$ cat src/rtl/oflow_core_fsm_cr_if.sv
// Compare/fix handshake between the conflict-resolve scheduler and its datapath.
// master = scheduler side, slave = datapath side.
interface oflow_core_fsm_cr_if #(
  parameter int IDX_W = 7
);
  logic             pair_valid;
  logic [IDX_W-1:0] idx_a;
  logic [IDX_W-1:0] idx_b;
  logic             cmp_valid;
  logic             cmp_conflict;
  logic             fix_req;
  logic [IDX_W-1:0] fix_idx_a;
  logic [IDX_W-1:0] fix_idx_b;
  logic             fix_ack;

  modport master (
    output pair_valid, idx_a, idx_b, fix_req, fix_idx_a, fix_idx_b,
    input  cmp_valid, cmp_conflict, fix_ack
  );

  modport slave (
    input  pair_valid, idx_a, idx_b, fix_req, fix_idx_a, fix_idx_b,
    output cmp_valid, cmp_conflict, fix_ack
  );
endinterface

$ cat src/rtl/oflow_core_fsm_cr.sv
// Conflict-resolve scheduler: one bbox-pair compare per cycle, stalls on ID conflicts until fixed.
// Registered outputs, first pair one cycle after start; fix_req is held until fix_ack.
module oflow_core_fsm_cr #(
  parameter int MAX_BBOX = 72,
  parameter int IDX_W    = 7,
  parameter int CNT_W    = 8
) (
  input  logic                clk,
  input  logic                reset_N,
  input  logic                start_cr,
  input  logic [IDX_W:0]      num_of_bbox_in_frame,
  input  logic [CNT_W-1:0]    conflict_th,
  oflow_core_fsm_cr_if.master dp,
  output logic [CNT_W-1:0]    conflict_counter,
  output logic                conflict_counter_th,
  output logic                done_cr,
  output logic                busy
);

  typedef enum logic [2:0] {S_IDLE, S_SCAN, S_DRAIN, S_FIX, S_DONE} state_t;

  state_t           r_state, w_state_d;
  logic [IDX_W:0]   r_n, w_n_d;
  logic             r_pv, w_pv_d;
  logic [IDX_W-1:0] r_a, w_a_d, r_b, w_b_d;
  logic [IDX_W-1:0] r_pa, w_pa_d, r_pb, w_pb_d;
  logic             r_prev_vld;
  logic             r_fix, w_fix_d;
  logic [IDX_W-1:0] r_fa, w_fa_d, r_fb, w_fb_d;
  logic [CNT_W-1:0] r_cnt, w_cnt_d;
  logic             r_th, w_th_d;
  logic             r_done, w_done_d;
  logic             r_busy;

  logic [IDX_W:0]   w_n_clamp;
  logic [CNT_W-1:0] w_cnt_inc;
  logic             w_conf, w_b_last, w_a_last, w_fix_last;

  assign w_n_clamp = (num_of_bbox_in_frame > (IDX_W+1)'(MAX_BBOX)) ?
                     (IDX_W+1)'(MAX_BBOX) : num_of_bbox_in_frame;
  assign w_cnt_inc = (&r_cnt) ? r_cnt : r_cnt + CNT_W'(1);
  // A result is only meaningful if a pair was actually issued in the previous cycle
  assign w_conf     = r_prev_vld & dp.cmp_valid & dp.cmp_conflict;
  assign w_b_last   = ({1'b0, r_b} == r_n - (IDX_W+1)'(1));
  assign w_a_last   = ({1'b0, r_a} == r_n - (IDX_W+1)'(2));
  assign w_fix_last = ({1'b0, r_fa} == r_n - (IDX_W+1)'(2)) &&
                      ({1'b0, r_fb} == r_n - (IDX_W+1)'(1));

  always_comb begin
    w_state_d = r_state;
    w_n_d     = r_n;
    w_pv_d    = 1'b0;
    w_a_d     = r_a;
    w_b_d     = r_b;
    w_pa_d    = r_pa;
    w_pb_d    = r_pb;
    w_fix_d   = 1'b0;
    w_fa_d    = r_fa;
    w_fb_d    = r_fb;
    w_cnt_d   = r_cnt;
    w_th_d    = r_th;
    w_done_d  = 1'b0;
    case (r_state)
      S_IDLE: begin
        if (start_cr) begin
          w_n_d   = w_n_clamp;
          w_cnt_d = '0;
          w_th_d  = 1'b0;
          if (w_n_clamp < (IDX_W+1)'(2)) begin
            w_state_d = S_DONE;
            w_done_d  = 1'b1;
          end else begin
            w_state_d = S_SCAN;
            w_pv_d    = 1'b1;
            w_a_d     = '0;
            w_b_d     = IDX_W'(1);
          end
        end
      end
      S_SCAN: begin
        if (w_conf) begin
          // Current pair is in flight and dropped; r_a/r_b keep it for reissue
          w_state_d = S_FIX;
          w_fix_d   = 1'b1;
          w_fa_d    = r_pa;
          w_fb_d    = r_pb;
        end else begin
          w_pa_d = r_a;
          w_pb_d = r_b;
          if (w_b_last) begin
            if (w_a_last) begin
              w_state_d = S_DRAIN;
            end else begin
              w_pv_d = 1'b1;
              w_a_d  = r_a + IDX_W'(1);
              w_b_d  = r_a + IDX_W'(2);
            end
          end else begin
            w_pv_d = 1'b1;
            w_b_d  = r_b + IDX_W'(1);
          end
        end
      end
      S_DRAIN: begin
        if (w_conf) begin
          w_state_d = S_FIX;
          w_fix_d   = 1'b1;
          w_fa_d    = r_pa;
          w_fb_d    = r_pb;
        end else begin
          w_state_d = S_DONE;
          w_done_d  = 1'b1;
        end
      end
      S_FIX: begin
        w_fix_d = 1'b1;
        if (dp.fix_ack) begin
          w_fix_d = 1'b0;
          w_cnt_d = w_cnt_inc;
          if ((conflict_th != '0) && (w_cnt_inc == conflict_th)) begin
            w_th_d    = 1'b1;
            w_state_d = S_DONE;
            w_done_d  = 1'b1;
          end else if (w_fix_last) begin
            w_state_d = S_DONE;
            w_done_d  = 1'b1;
          end else begin
            w_state_d = S_SCAN;
            w_pv_d    = 1'b1;
          end
        end
      end
      S_DONE:  w_state_d = S_IDLE;
      default: w_state_d = S_IDLE;
    endcase
  end

  always_ff @(posedge clk) begin
    if (reset_N) begin
      r_state    <= S_IDLE;
      r_n        <= '0;
      r_pv       <= 1'b0;
      r_a        <= '0;
      r_b        <= '0;
      r_pa       <= '0;
      r_pb       <= '0;
      r_prev_vld <= 1'b0;
      r_fix      <= 1'b0;
      r_fa       <= '0;
      r_fb       <= '0;
      r_cnt      <= '0;
      r_th       <= 1'b0;
      r_done     <= 1'b0;
      r_busy     <= 1'b0;
    end else begin
      r_state    <= w_state_d;
      r_n        <= w_n_d;
      r_pv       <= w_pv_d;
      r_a        <= w_a_d;
      r_b        <= w_b_d;
      r_pa       <= w_pa_d;
      r_pb       <= w_pb_d;
      r_prev_vld <= r_pv;
      r_fix      <= w_fix_d;
      r_fa       <= w_fa_d;
      r_fb       <= w_fb_d;
      r_cnt      <= w_cnt_d;
      r_th       <= w_th_d;
      r_done     <= w_done_d;
      r_busy     <= (w_state_d != S_IDLE);
    end
  end

  assign dp.pair_valid       = r_pv;
  assign dp.idx_a            = r_a;
  assign dp.idx_b            = r_b;
  assign dp.fix_req          = r_fix;
  assign dp.fix_idx_a        = r_fa;
  assign dp.fix_idx_b        = r_fb;
  assign conflict_counter    = r_cnt;
  assign conflict_counter_th = r_th;
  assign done_cr             = r_done;
  assign busy                = r_busy;

endmodule

$ cat src/flat_wrapper.sv
// flat-port wrapper written by rule: the top's interface ports become plain ports
module oflow_core_fsm_cr_flat 
#(
  parameter int MAX_BBOX = 72,
  parameter int IDX_W    = 7,
  parameter int CNT_W    = 8
)
  (clk, reset_N, start_cr, num_of_bbox_in_frame, conflict_th, conflict_counter, conflict_counter_th, done_cr, busy, dp_pair_valid, dp_idx_a, dp_idx_b, dp_fix_req, dp_fix_idx_a, dp_fix_idx_b, dp_cmp_valid, dp_cmp_conflict, dp_fix_ack);
  oflow_core_fsm_cr_if #(.IDX_W(IDX_W)) dp_i ();
  input  logic clk;
  input  logic reset_N;
  input  logic start_cr;
  input  logic [IDX_W:0] num_of_bbox_in_frame;
  input  logic [CNT_W-1:0] conflict_th;
  output logic [CNT_W-1:0] conflict_counter;
  output logic conflict_counter_th;
  output logic done_cr;
  output logic busy;
  output wire logic [$bits(dp_i.pair_valid)-1:0] dp_pair_valid;
  output wire logic [$bits(dp_i.idx_a)-1:0] dp_idx_a;
  output wire logic [$bits(dp_i.idx_b)-1:0] dp_idx_b;
  output wire logic [$bits(dp_i.fix_req)-1:0] dp_fix_req;
  output wire logic [$bits(dp_i.fix_idx_a)-1:0] dp_fix_idx_a;
  output wire logic [$bits(dp_i.fix_idx_b)-1:0] dp_fix_idx_b;
  input wire logic [$bits(dp_i.cmp_valid)-1:0] dp_cmp_valid;
  input wire logic [$bits(dp_i.cmp_conflict)-1:0] dp_cmp_conflict;
  input wire logic [$bits(dp_i.fix_ack)-1:0] dp_fix_ack;
  assign dp_pair_valid = dp_i.pair_valid;
  assign dp_idx_a = dp_i.idx_a;
  assign dp_idx_b = dp_i.idx_b;
  assign dp_fix_req = dp_i.fix_req;
  assign dp_fix_idx_a = dp_i.fix_idx_a;
  assign dp_fix_idx_b = dp_i.fix_idx_b;
  assign dp_i.cmp_valid = dp_cmp_valid;
  assign dp_i.cmp_conflict = dp_cmp_conflict;
  assign dp_i.fix_ack = dp_fix_ack;
  oflow_core_fsm_cr #(.MAX_BBOX(MAX_BBOX), .IDX_W(IDX_W), .CNT_W(CNT_W)) u_core (.clk(clk), .reset_N(reset_N), .start_cr(start_cr), .num_of_bbox_in_frame(num_of_bbox_in_frame), .conflict_th(conflict_th), .dp(dp_i), .conflict_counter(conflict_counter), .conflict_counter_th(conflict_counter_th), .done_cr(done_cr), .busy(busy));
endmodule
$ cat config.mk
export PLATFORM = sky130hd
export DESIGN_NAME = oflow_core_fsm_cr_flat
export DESIGN_NICKNAME = d
export VERILOG_FILES = /design/src/rtl/oflow_core_fsm_cr_if.sv /design/src/rtl/oflow_core_fsm_cr.sv /design/src/flat_wrapper.sv
export SDC_FILE = /design/constraint.sdc
export NUM_CORES = 1
export LEC_CHECK = 0
export ABC_CLOCK_PERIOD_IN_PS = 4000
export CELL_PAD_IN_SITES_DETAIL_PLACEMENT = 0
export CELL_PAD_IN_SITES_GLOBAL_PLACEMENT = 1
export CORE_AREA = 5 5 113 104
export CTS_CLUSTER_DIAMETER = 50
export DETAILED_ROUTE_END_ITERATION = 16
export DIE_AREA = 0 0 118 109
export PLACE_DENSITY = 0.89
export SLEW_MARGIN = 10
export SYNTH_ARGS = -nofsm -noshare
export SYNTH_HDL_FRONTEND = slang
export SYNTH_SLANG_ARGS = --single-unit
$ cat constraint.sdc
create_clock -name clk -period 4 [get_ports clk]
set_clock_uncertainty 0.2 [all_clocks]
set_input_delay 1.2 -clock clk [delete_from_list [all_inputs] [get_ports clk]]
set_output_delay 1.2 -clock clk [all_outputs]
set_load 0.02 [all_outputs]
==> flow_summary.yaml <==
layout:
  layout_common_cells: "dfxtp_1 (67), nand2_1 (62), clkdlybuf4s50_1 (62), nor2_1 (43), a21oi_1 (34)"
  fillerInstances: 1053
  insertedDiodeCount: 0
  layout_commonest_cell: "dfxtp_1"
  design_area_um2: 5090
  final_nets: 586
  postLayoutCoreUtil: 0.483
  drive_gt1_frac: 0.0801
  area_growth_pct: 25.6
  multi_input_area_um2: 2520
  seqCellArea_um2: 1340
cts:
  path_clk_slew_ns: 0.06
  clk_latency_ns: 0.33
  h-tree-depth: 3
  tritoncts: "done"
  cts_setup_buffers: 0
  cts_buffers: 9
  cts_sinks: 67
  cts_resized: 0
  ctsHoldBuffers: 0
  clk_path_buf_depth: 2
  root_buffer: "clkbuf_16"
min_path:
  worstHoldEndpoint: "u_core.r_pb[5]$_SDFFE_PP0P_"
  hold_depth: 2
  hold_class: "reg2reg"
  min_from: "u_core.r_pb[5]$_SDFFE_PP0P_"
yosys:
  synth_seq_area_share: 0.331
  synthCells: 505
  synth-async-reset-ratio: 0
  ys_seq_elements: 67
  syn_area_um2: 4060
  synth_top_area_frac: 0.331
  synth_cell_types: 64
  netlist_top_cells_area: "dfxtp_1 (33%), xnor2_1 (6.3%), nand2_1 (5.7%)"
  yosys_warnings: 0
  synth_flop_cell: "dfxtp_1"
  synth_edf_count: 0
  synth_top_area_cell: "dfxtp_1"
  synth.net_count: 534
  syn_avg_cell_area_um2: 8.03
timing:
  hold_viol: 0
  fin_setup_tns_ns: 0
  whs_ns: 0.255
  fmax_mhz: 308
  setup_viol: 0
  fin_crit_ns: 3.25
  drv_slew: 0
  slew_headroom: 0.478
  rsz0062_at_grt: "false"
  tightest_slew_ns: 0.778
  fin_crit_sh: 0.813
global_routing:
  antenna_found_initial: 0
  gr-total-overflow: 0
  grt_pass1_wl_um: 19200
  grt_use_total: 0.185
  grt_max_degree: 46
  first_global_vias: 3779
pwr:
  ir_drop_uv: 204
  p_leak_uw: 0.00183
  seqPwrFrac: 0.391
  finalPower_uw: 1790
  power.switching_uw: 457
  p_int_uw: 1340
  p_per_area_nw_per_um2: 352
  netSwitchingFraction: 0.255
  p_comb_frac: 0.144
  p_clk_frac: 0.465
die:
  die_width_um: 118
  ioPinCount: 63
  core_um2: 10500
  dieHeight_um: 109
  die_area_um2: 12900
  initial_core_util: 0.385
  rows: 36
placed_design:
  placed_cell_area_um2: 4780
  numPortBuffers: 62
  gp_congestion: 0.924
  hpwl_um: 8580
detailed_routing:
  dr.pass1.iters: 5
  num_vias: 3915
  drc: 0
  wl_um: 11800
  wl_per_cell_um: 17.0
  drt_iter0_markers: 374
  via_per_inst: 5.63
  ant_nets: 0
setup_path:
  crit_type: "reg2reg"
  slowest_stage: "or4_4"
  rr_endpoint: "u_core.dp.idx_b[4]$_SDFFE_PP0P_"
  path_cells: "inv_1 > ha_1 > nor3b_4 > nand4_1 > a221o_1 > or4_4 > nor3_1 > a221o_1"
  cp_top_family: "simple AND/OR/NAND/NOR gates"
  critPathLaunchType: "register"
  critPathBufInv: 1
  cpPeakStageDelay_ns: 0.51
  r2r_slack_ns: 0.75
  cp_max_fo: 9
  crit_arrival_ns: 3.32
  cp-end-kind: "register"
  rr_worst_depth: 8
  cp_num_cells: 8
  r2r-start: "u_core.r_n[2]$_SDFFE_PP0P_"
  cpMostUsedCell: "a221o_1"
  critPathRequiredTime_ns: 4.07
outcome:
  outcome: "finished, final reports clean"
job:
  maxCapViolCount: 0
## metal layers
layer	up-vias	wire length, um	global-route usage
met4	0	224	0.0647
met1	1864	5460	0.242
li1	1905	-	-
met5	-	0	0
met2	130	5470	0.299
met3	16	688	0.0482
## tightest hold or removal path: cells and delay by family (launching register included)
family,cells,cell delay (ns)
flip-flops,1,0.31
AND/OR/NAND/NOR,1,0.05
AO/OA/AOI/OAI,1,0.05
## through the flow
step / std cells / setup slack [ns]
final: 695 / 0.749
after global routing: 695 / 0.517
after CTS: 695 / 0.786
after detailed placement: 679 / 0.591
after global placement: 679 / 0.679
after floorplan: 505 / 1.01
## final cells by class
class,count,area share
Clock buffer,11,0.0457
Clock inverter,5,0.0152
Inverter,13,0.00958
Multi-Input combinational cell,392,0.494
Sequential cell,67,0.263
Tap cell,133,0.0327
Timing Repair Buffer,74,0.140
## flip-flops by register name, indices dropped and copies added, names as in the netlist
| signal | flops |
|---|---|
| u_core.r_pb | 7 |
| u_core.done_cr | 1 |
| u_core.dp.fix_idx_a | 7 |
| u_core.r_n | 8 |
| u_core.r_pa | 7 |
| u_core.conflict_counter_th | 1 |
| u_core.busy | 1 |
| u_core.dp.fix_idx_b | 7 |
| u_core.dp.idx_a | 7 |
| u_core.r_prev_vld | 1 |
| u_core.r_state | 3 |
| u_core.dp.idx_b | 7 |
| u_core.conflict_counter | 8 |
| u_core.dp.pair_valid | 1 |
| u_core.dp.fix_req | 1 |
## how the worst max path moves through the flow
stage                               startpoint                         endpoint
detailed placement              conflict_th[2]     u_core.r_state[0]$_SDFF_PP0_
floorplan           u_core.r_n[1]$_SDFFE_PP0P_  u_core.dp.idx_a[0]$_SDFFE_PP0P_
global placement                conflict_th[2]        u_core.done_cr$_SDFF_PP0_
CTS                 u_core.r_n[1]$_SDFFE_PP0P_  u_core.dp.idx_b[4]$_SDFFE_PP0P_
global route        u_core.r_n[2]$_SDFFE_PP0P_  u_core.dp.idx_a[0]$_SDFFE_PP0P_
finish              u_core.r_n[2]$_SDFFE_PP0P_  u_core.dp.idx_b[4]$_SDFFE_PP0P_
## synthesized netlist by cell type, drive strengths merged, types with 4 or more instances
| library cell | count |
|---|---|
| a21boi | 5 |
| a21o | 4 |
| a21oi | 34 |
| a22oi | 8 |
| a31o | 5 |
| a31oi | 7 |
| and3 | 14 |
| and4 | 4 |
| buf | 10 |
| clkbuf | 23 |
| dfxtp | 67 |
| ha | 7 |
| inv | 13 |
| mux2i | 18 |
| nand2 | 62 |
| nand2b | 12 |
| nand3 | 16 |
| nand4 | 12 |
| nor2 | 44 |
| nor2b | 6 |
| nor3 | 22 |
| nor3b | 7 |
| nor4 | 5 |
| o21ai | 16 |
| xnor2 | 29 |
| xor2 | 12 |
## logic make-up (layout without fill, tap and decap cells)
| family | after synthesis | after routing | synth area share |
|---|---|---|---|
| buf+inv | 46 | 103 | 0.0500 |
| mux | 18 | 18 | 0.0444 |
| compound gates | 111 | 111 | 0.187 |
| xor+xnor | 41 | 41 | 0.0886 |
| flops | 67 | 67 | 0.331 |
| simple gates | 215 | 215 | 0.278 |
| fa+ha+maj | 7 | 7 | 0.0216 |
## power by group through the flow
stage | Combinational, uW | Sequential [uW] | Clock (uW)
2_1_floorplan | 175 | 709 | 0
3_3_place_gp | 252 | 715 | 0
3_5_place_dp | 256 | 715 | 0
4_1_cts | 258 | 701 | 845
5_1_grt | 283 | 703 | 882
6_report | 259 | 701 | 834
(Power assumes the default switching activity.)
